**src/rtl/demux_nline_reg.sv**
```systemverilog
// demux_nline_reg: registered 1-to-NOUT demultiplexer with valid/ready handshakes.
// Each output channel owns a one-entry holding register, so a stalled consumer
// only ever blocks words addressed to its own channel. Idle channels drive zero.
// Optional broadcast mode is enabled by defining DEMUX_BCAST_EN, which adds the
// in_bcast input; without it the logic behaves as if in_bcast were tied low.
module demux_nline_reg #(
    parameter int WIDTH = 8,
    parameter int NOUT  = 4,
    parameter int SEL_W = 2
) (
    input  logic                  clk,
    input  logic                  clr_n,
`ifdef DEMUX_BCAST_EN
    input  logic                  in_bcast,
`endif
    input  logic [WIDTH-1:0]      in_data,
    input  logic [SEL_W-1:0]      in_sel,
    input  logic                  in_valid,
    output logic                  in_ready,
    output logic [NOUT*WIDTH-1:0] out_data,
    output logic [NOUT-1:0]       out_valid,
    input  logic [NOUT-1:0]       out_ready,
    output logic                  sel_err
);

    // One extra bit so the range compare cannot wrap when 2**SEL_W == NOUT.
    localparam logic [SEL_W:0] NOUT_L = (SEL_W + 1)'(NOUT);

    logic                        bcast;
    logic [NOUT-1:0]             free;
    logic                        sel_ok;
    logic                        sel_free;
    logic                        all_free;
    logic                        accept;
    logic [NOUT-1:0]             load;

    logic [NOUT-1:0][WIDTH-1:0]  data_p1;
    logic [NOUT-1:0]             vld_p1;
    logic                        err_p1;

`ifdef DEMUX_BCAST_EN
    assign bcast = in_bcast;
`else
    assign bcast = 1'b0;
`endif

    // A channel can take a word when it is empty or is being emptied this cycle.
    assign free   = ~vld_p1 | out_ready;
    assign sel_ok = ({1'b0, in_sel} < NOUT_L);

    // Look up the addressed channel's free flag without indexing past NOUT.
    always_comb begin
        sel_free = 1'b0;
        for (int k = 0; k < NOUT; k++) begin
            if (in_sel == SEL_W'(k)) begin
                sel_free = free[k];
            end
        end
    end

    assign all_free = &free;

    // Out-of-range words are always taken (and dropped); broadcast needs every channel.
    assign in_ready = bcast ? all_free : (sel_ok ? sel_free : 1'b1);
    assign accept   = in_valid && in_ready;

    // Per-channel load strobe: the addressed channel, or all of them on broadcast.
    always_comb begin
        load = '0;
        for (int k = 0; k < NOUT; k++) begin
            load[k] = accept && (bcast || (in_sel == SEL_W'(k)));
        end
    end

    // Stage p1: holding registers; refill wins over drain, drain clears data to zero.
    always_ff @(posedge clk or negedge clr_n) begin
        if (!clr_n) begin
            data_p1 <= '0;
            vld_p1  <= '0;
            err_p1  <= 1'b0;
        end else begin
            err_p1 <= accept && !bcast && !sel_ok;
            for (int k = 0; k < NOUT; k++) begin
                if (load[k]) begin
                    data_p1[k] <= in_data;
                    vld_p1[k]  <= 1'b1;
                end else if (vld_p1[k] && out_ready[k]) begin
                    data_p1[k] <= '0;
                    vld_p1[k]  <= 1'b0;
                end
            end
        end
    end

    assign out_data  = data_p1;
    assign out_valid = vld_p1;
    assign sel_err   = err_p1;

endmodule

```
**config.mk**
```make
export PLATFORM = sky130hd
export DESIGN_NAME = demux_nline_reg
export DESIGN_NICKNAME = d
export VERILOG_FILES = /design/src/rtl/demux_nline_reg.sv
export SDC_FILE = /design/constraint.sdc
export NUM_CORES = 1
export LEC_CHECK = 0
export BUFFER_PORTS_ARGS = -buffer_cell sky130_fd_sc_hd__buf_2
export CAP_MARGIN = 20
export CORE_ASPECT_RATIO = 0.8
export CORE_MARGIN = 10
export CORE_UTILIZATION = 35
export CTS_CLUSTER_SIZE = 8
export DETAILED_ROUTE_END_ITERATION = 16
export HOLD_SLACK_MARGIN = 0.03
export SYNTH_ARGS = -nofsm -noshare
export SYNTH_HDL_FRONTEND = slang
export SYNTH_SLANG_ARGS = --single-unit
```
**constraint.sdc**
```tcl
create_clock -name clk -period 2.6 [get_ports clk]
set_input_delay 0.65 -clock clk [delete_from_list [all_inputs] [get_ports clk]]
set_output_delay 0.65 -clock clk [all_outputs]
set_load 0.05 [all_outputs]
```
### After elaboration in Yosys (flattened, before gate mapping)

Index checks and enable logic that the tools add are counted.

| storage, ports and cells | value |
|---|---|
| register bits | 36 |
| output and inout bits | 38 |

| operators by class | value |
|---|---|
| eq/ne operators | 3 |
| multiplexer cells | 20 |
| bitwise logic cells | 2 |
| reductions and logical operators | 14 |

Operator list:

| kind | number |
|---|---|
| $mux W8 | 8 |
| $mux W1 | 12 |
| $logic_and A1 B1 Y1 | 9 |
| $reduce_bool A2 Y1 | 4 |
| $eq A2 B2 Y1 const B | 2 |
| $not A4 Y4 | 1 |
| $or A4 B4 Y4 | 1 |
| $eq A2 B1 Y1 const B | 1 |
| $logic_not A2 Y1 | 1 |

### Logic depth before layout (Yosys ltp)

Gate-level depths: netlist of run 1.

| depth | value |
|---|---|
| depth after elaboration | 9 |
| gate-level depth with buffers | 4 |
| gate-level depth less buffers | 2 |

### Worst setup path before layout of run 1

No wires, ideal clock.

| timing path | value |
|---|---|
| path type | reg2out |
| from | register vld_p1[2], in the netlist out_valid[2] |
| to | output port in_ready |
| data arrival time | 1.725 ns |
| data required time | 1.950 ns |
| slack | 0.225 ns |
| stages on the path, launching flop included | 5 |
| cell sequence | dfrtp_1 buf_2 nand2b_1 clkbuf_1 mux4_2 |

| on the way | value |
|---|---|
| word-level cells in the longest chain between the ends | 4 |

Ends and longest elaborated chain:

| element | line | RTL |
|---|---|---|
| from (decl) | 38 | `logic [NOUT-1:0] vld_p1;` |
| from (signal assigned) | 79 | `vld_p1 <= '0;` |
| from (signal, indexed assignment) | 86 | `vld_p1[k] <= 1'b1;` |
| from (signal, indexed assignment) | 89 | `vld_p1[k] <= 1'b0;` |
| $not A4 Y4 | 48 | `assign free = ~vld_p1 \| out_ready;` |
| $or A4 B4 Y4 | 48 |  |
| $mux W1 (2 in a row) | 55 | `if (in_sel == SEL_W'(k)) begin` |
| to (decl) | 19 | `output logic in_ready,` |

Every way passes these cells.

### Final worst setup path of run 1

| timing path | value |
|---|---|
| from | input port out_ready[2] |
| to | output port in_ready |

| on the way | value |
|---|---|
| word-level cells in the longest chain between the ends | 3 |

Ends and longest elaborated chain:

| element | line | RTL |
|---|---|---|
| from (decl) | 22 | `input logic [NOUT-1:0] out_ready,` |
| $or A4 B4 Y4 | 48 |  |
| $mux W1 (2 in a row) | 55 |  |

Every way passes these cells.

==> impl_metrics.json, run 1 <==
{
  "vias_per_cell": 5.80,
  "route.met3.wl_microns": 352,
  "ios": 55,
  "clock-root-buffer": "clkbuf_8",
  "dr_wl_met2_mm": 2.37,
  "slew_violations": 0,
  "drive_above_1_share_pct": 34.9,
  "yosysUniqueCellTypes": 19,
  "worstPathMaxFanout": 9,
  "fmax_mhz": 429,
  "ys.flop_type": "dfrtp_1",
  "setup_viol_count_final": 0,
  "yosys-top-cells-area": "dfrtp_1 53%, a32o_1 19%, a21boi_0 14%, clkbuf_1 2.0%, nand2b_1 1.8%",
  "netlist.top_cell.by_area": "dfrtp_1",
  "clkLatencyLatePin_ns": 0.28,
  "initial_core_util_pct": 36.7,
  "hold_path_class": "in -> async",
  "endpoint_kind": "primary output",
  "cts_sinks": 36,
  "min_period_ns": 2.33,
  "path_clk_slew_ns": 0.07,
  "grt_overflow": 0,
  "synth_warnings": 0,
  "drt_wl_total_mm": 5.00,
  "reg2reg_depth": 2,
  "die_w_microns": 98.1,
  "syn_area_per_cell_sq_um": 12.4,
  "crit_required_ns": 1.95,
  "stdcell_area_sq_um": 2080,
  "hold_viol": 0,
  "dr.pass1.iters": 4,
  "drt_iter0_drc": 57,
  "antenna_found_initial": 0,
  "ir_drop_v": 0.000314,
  "synthArstFlopShare_pct": 100,
  "wl_met1_mm": 2.20,
  "antenna_left": 0,
  "synth-edff-count": 0,
  "grt.total_usage_pct": 12.6,
  "finalCritPeriodShare_pct": 89.6,
  "wl_per_cell_microns": 20.3,
  "arrival_ns": 1.68,
  "relSlewSlack_pct": 45.4,
  "ys_ff_latch": 36,
  "place_congestion": 0.810,
  "syn_area_sq_um": 1710,
  "postCtsSetupBuffers": 0,
  "die_area_sq_um": 8100,
  "synth_top_area_share_pct": 52.7,
  "outcome": "finished clean",
  "port_buffers": 53,
  "cellPowerDensity_nw_per_um2": 805,
  "core_sq_um": 4650,
  "antenna_cells": 0,
  "synth_common_cells": "36 x dfrtp_1, 32 x a21boi_0, 32 x a32o_1",
  "cts_max_path_buffers": 2,
  "seq_area_frac_synth_pct": 52.7,
  "postSynthCellCount": 138,
  "cap_violations": 0,
  "grt_pass1_vias": 1534,
  "grt_max_degree": 37,
  "drc": 0,
  "finClkSkew_ns": 0.000949,
  "synth_most_common_cell": "dfrtp_1",
  "nNetsFinal": 202,
  "post_cts_resized": 0,
  "cts_buffers": 5,
  "vias": 1427,
  "crit_type": "in -> out",
  "htreeDepth": 2,
  "dpl-instance-area_sq_um": 1990,
  "syn2layout_area_growth_pct": 22.0,
  "num_rows": 22,
  "power_leakage_uw": 0.000973,
  "grt_pass1_wl_mm": 8.03,
  "critPathLaunchType": "primary input",
  "cts_tree": "yes",
  "synthesis.nets": 155,
  "die_y_microns": 82.5,
  "tightest_slew_ns": 0.818,
  "routed.top_layer": "met4",
  "grt_setup_unrepaired": "false",
  "cts_hold_buf": 0,
  "hpwlAfterDp_mm": 3.58,
  "setup_tns_ns": 0
}
==> logic make-up after synthesis <==
family / after synthesis / share of synthesized area (%)
compound gates: 68 / 34.0
buf+inv: 18 / 5.20
other cells: 1 / 0.219
simple gates: 14 / 6.59
mux: 1 / 1.32
flops: 36 / 52.7
==> placed cells by master (no fill, tap or decap) <==
cell type / count
buf_2: 53
dfrtp_1: 36
a21boi_0: 32
a32o_1: 32
clkbuf_8: 6
nand2b_1: 5
o21ai_0: 4
buf_4: 4
and3b_1: 2
nand4bb_1: 2
clkbuf_1: 2
inv_1: 1
mux4_2: 1
and3_1: 1
nand4b_1: 1
nor3b_2: 1
or4b_1: 1
nand2_1: 1
conb_1: 1
==> report_power, final <==
| group | switching [uW] | total [uW] | internal, uW | leakage [uW] |
|---|---|---|---|---|
| clock network | 187 | 403 | 216 | 0.0000455 |
| logic | 427 | 589 | 162 | 0.000459 |
| registers | 48.0 | 687 | 639 | 0.000468 |
==> final cells by class <==
type	instances	area, sq um
Fill cell	440	2570
Sequential cell	36	901
Multi-Input combinational cell	84	719
Timing Repair Buffer	57	295
Clock buffer	8	90.1
Tap cell	60	75.1
Inverter	1	3.75
==> sequential cells by signal, summed over array words and instances, names as in the netlist <==
signal and flops:
out_data 32, out_valid 4
==> worst paths after layout <==
check / start / end / slack (ns)
max reg2reg: out_valid[0] / out_data[3] / 1.07
min in group clk: out_data[6] / out_data[6] / 0.67
min reg2reg: out_data[6] / out_data[6] / 0.67
max in group asynchronous: clr_n / out_data[21] / 1.63
min: clr_n / out_data[6] / 0.46
max: out_ready[2] / in_ready / 0.27
==> critical path, stage by stage <==
cell,delay (ns)
buf_2,0.14
nand2b_1,0.18
mux4_2,0.48
buf_2,0.22
==> per-layer routing <==
metal	up-vias	global-route usage (%)
met5	-	0
met4	0	4.57
met3	9	4.15
met2	51	21.6
met1	726	14.6
li1	641	-
==> per-stage QoR <==
step | power [uW] | hold slack (ns) | setup slack [ns] | std cells | util [%]
2_1_floorplan | 1130 | 0.354 | 0.225 | 138 | -
3_3_place_gp | 1280 | 0.650 | 0.278 | 238 | 42.9
3_5_place_dp | 1290 | 0.658 | 0.262 | 238 | 42.9
4_1_cts | 1700 | 0.470 | 0.260 | 246 | 44.8
5_1_grt | 1760 | 0.510 | 0.218 | 246 | 44.8
6_report | 1680 | 0.457 | 0.271 | 246 | 44.8
Note: power is estimated with default switching activity, not from simulation.
==> inputs of run 2 (changes only) <==
--- a/config.mk
+++ b/config.mk
@@ -13,6 +13,7 @@
 export CTS_CLUSTER_SIZE = 8
 export DETAILED_ROUTE_END_ITERATION = 16
 export HOLD_SLACK_MARGIN = 0.03
+export RECOVER_POWER = 50
 export SYNTH_ARGS = -nofsm -noshare
 export SYNTH_HDL_FRONTEND = slang
 export SYNTH_SLANG_ARGS = --single-unit
==> run 2 against run 1 <==
The run now ends with max-capacitance violations, max-slew violations left. Fmax increased by 0.38%. Clock skew about the same. Setup slack improved by 0.0087 ns. Global-route usage unchanged. Via count decreased by 0.14%. Hold slack improved by 0.21 ns. Critical endpoint unchanged. Highest routed layer unchanged.
==> impl_metrics.json, run 2 (synthesized netlist as in run 1, its figures left out) <==
{
  "grt_max_degree": 37,
  "switchingPower_uw": 665,
  "p_comb_share_pct": 34.9,
  "die_w_microns": 98.1,
  "largest_reg_flops": 32,
  "grt_pass1_vias": 1534,
  "outcome": "complete, but fails checks",
  "port_buffers": 53,
  "fmax_mhz": 431,
  "relSlewSlack_pct": -31.8,
  "syn2layout_area_growth_pct": 21.0,
  "clock-root-buffer": "clkbuf_8",
  "grt_setup_unrepaired": "false",
  "min_period_ns": 2.32,
  "post_cts_resized": 0,
  "cts_tree": "yes",
  "finClkSkew_ns": 0.00111,
  "route.met3.wl_microns": 329,
  "num_rows": 22,
  "slew_violations": 37,
  "cellPowerDensity_nw_per_um2": 812,
  "hold_viol": 0,
  "routed.top_layer": "met4",
  "vias": 1425,
  "setup_viol_count_final": 0,
  "wl_per_cell_microns": 20.3,
  "cts_sinks": 36,
  "ios": 55,
  "core_sq_um": 4650,
  "antenna_cells": 0,
  "wl_met1_mm": 2.21,
  "htreeDepth": 2,
  "critPathLaunchType": "primary input",
  "postCtsSetupBuffers": 0,
  "min_from": "out_data[6]",
  "layout.cells.most_common": "buf_2",
  "endpoint_kind": "primary output",
  "drt_iter0_drc": 63,
  "dp_slack_ns": 0.262,
  "antenna_left": 0,
  "hpwlAfterDp_mm": 3.58,
  "drive_above_1_share_pct": 32.3,
  "nNetsFinal": 202,
  "power_leakage_uw": 0.000958,
  "cap_violations": 1,
  "antenna_found_initial": 0,
  "ir_drop_v": 0.000314,
  "dr.pass1.iters": 4,
  "place_inst": 238,
  "whs_ns": 0.667,
  "setup_tns_ns": 0,
  "initial_core_util_pct": 36.7,
  "drc": 0,
  "drt_wl_total_mm": 4.99,
  "setup_slack_ns": 0.280,
  "layout_common_cells": "52 x buf_2, 36 x dfrtp_1, 32 x a21boi_0, 32 x a32o_1, 7 x clkbuf_1",
  "grt.total_usage_pct": 12.6,
  "grt_pass1_wl_mm": 8.03,
  "dr_wl_met2_mm": 2.38,
  "timing.rr.start": "out_valid[0]",
  "die_area_sq_um": 8100,
  "arrival_ns": 1.67,
  "cts_max_path_buffers": 2,
  "p_clk_share_pct": 24.2,
  "clkLatencyLatePin_ns": 0.28,
  "crit_type": "in -> out",
  "tightest_slew_ns": 1.98,
  "startpoint": "out_ready[2]",
  "instances_no_fill": 246,
  "post-route-util_pct": 44.5,
  "worstPathMaxFanout": 9,
  "vias_per_cell": 5.79,
  "die_y_microns": 82.5,
  "crit_required_ns": 1.95,
  "seqPwrFrac_pct": 40.9,
  "path_clk_slew_ns": 0.07,
  "cts_buffers": 5,
  "cts_hold_buf": 0,
  "switching_share_pct": 39.6,
  "grt_overflow": 0,
  "p_int_uw": 1010,
  "place_congestion": 0.810,
  "hold_path_class": "reg -> reg",
  "violations": "max-capacitance violations, max-slew violations",
  "finalCritPeriodShare_pct": 89.2
}
==> run 2: changes by cell type in the layout (fill, tap and decap cells not counted), sizes merged <==
cell,before,now
buf,57,52
clkbuf,8,13
==> run 2: final cells by class <==
class	instances	area, sq um
Timing Repair Buffer	57	279
Sequential cell	36	901
Clock buffer	8	90.1
Multi-Input combinational cell	84	719
Fill cell	444	2580
Tap cell	60	75.1
Inverter	1	3.75
==> run 2: through the flow <==
stage / instance area [sq um] / total power [uW]
6_report: 2070 / 1680
3_5_place_dp: 1990 / 1290
5_1_grt: 2070 / 1760
4_1_cts: 2080 / 1700
2_1_floorplan: 1710 / 1130
3_3_place_gp: 1990 / 1280
==> run 2: critical path, cell delays in order <==
cell and delay (ns):
buf_2 0.14, nand2b_1 0.17, mux4_2 0.48, buf_2 0.22
==> run 2: worst paths after layout <==
| check | to | slack (ns) | cells after the start |
|---|---|---|---|
| min in group asynchronous | out_data[6] | 0.92 | 1 |
| worst max-delay path | in_ready | 0.28 | 4 |
| worst min register to register | out_data[6] | 0.67 | 2 |
| max in group asynchronous | out_data[23] | 0.55 | 1 |
| worst max register to register | out_data[3] | 1.07 | 2 |
| worst min-delay path | out_data[6] | 0.67 | 2 |
==> run 2: power groups by stage <==
stage,Combinational (uW),Sequential (uW),Clock [uW]
floorplan,162,969,0
global placement,588,691,0
detailed placement,596,695,0
CTS,597,686,418
global route,623,696,438
finish,586,687,406
==> run 2: layer usage <==
layer / global-route usage [%] / vias to the layer above
met4: 4.57 / 0
met2: 21.6 / 49
li1: - / 643
met1: 14.6 / 724
met3: 4.15 / 9
met5: 0 / -
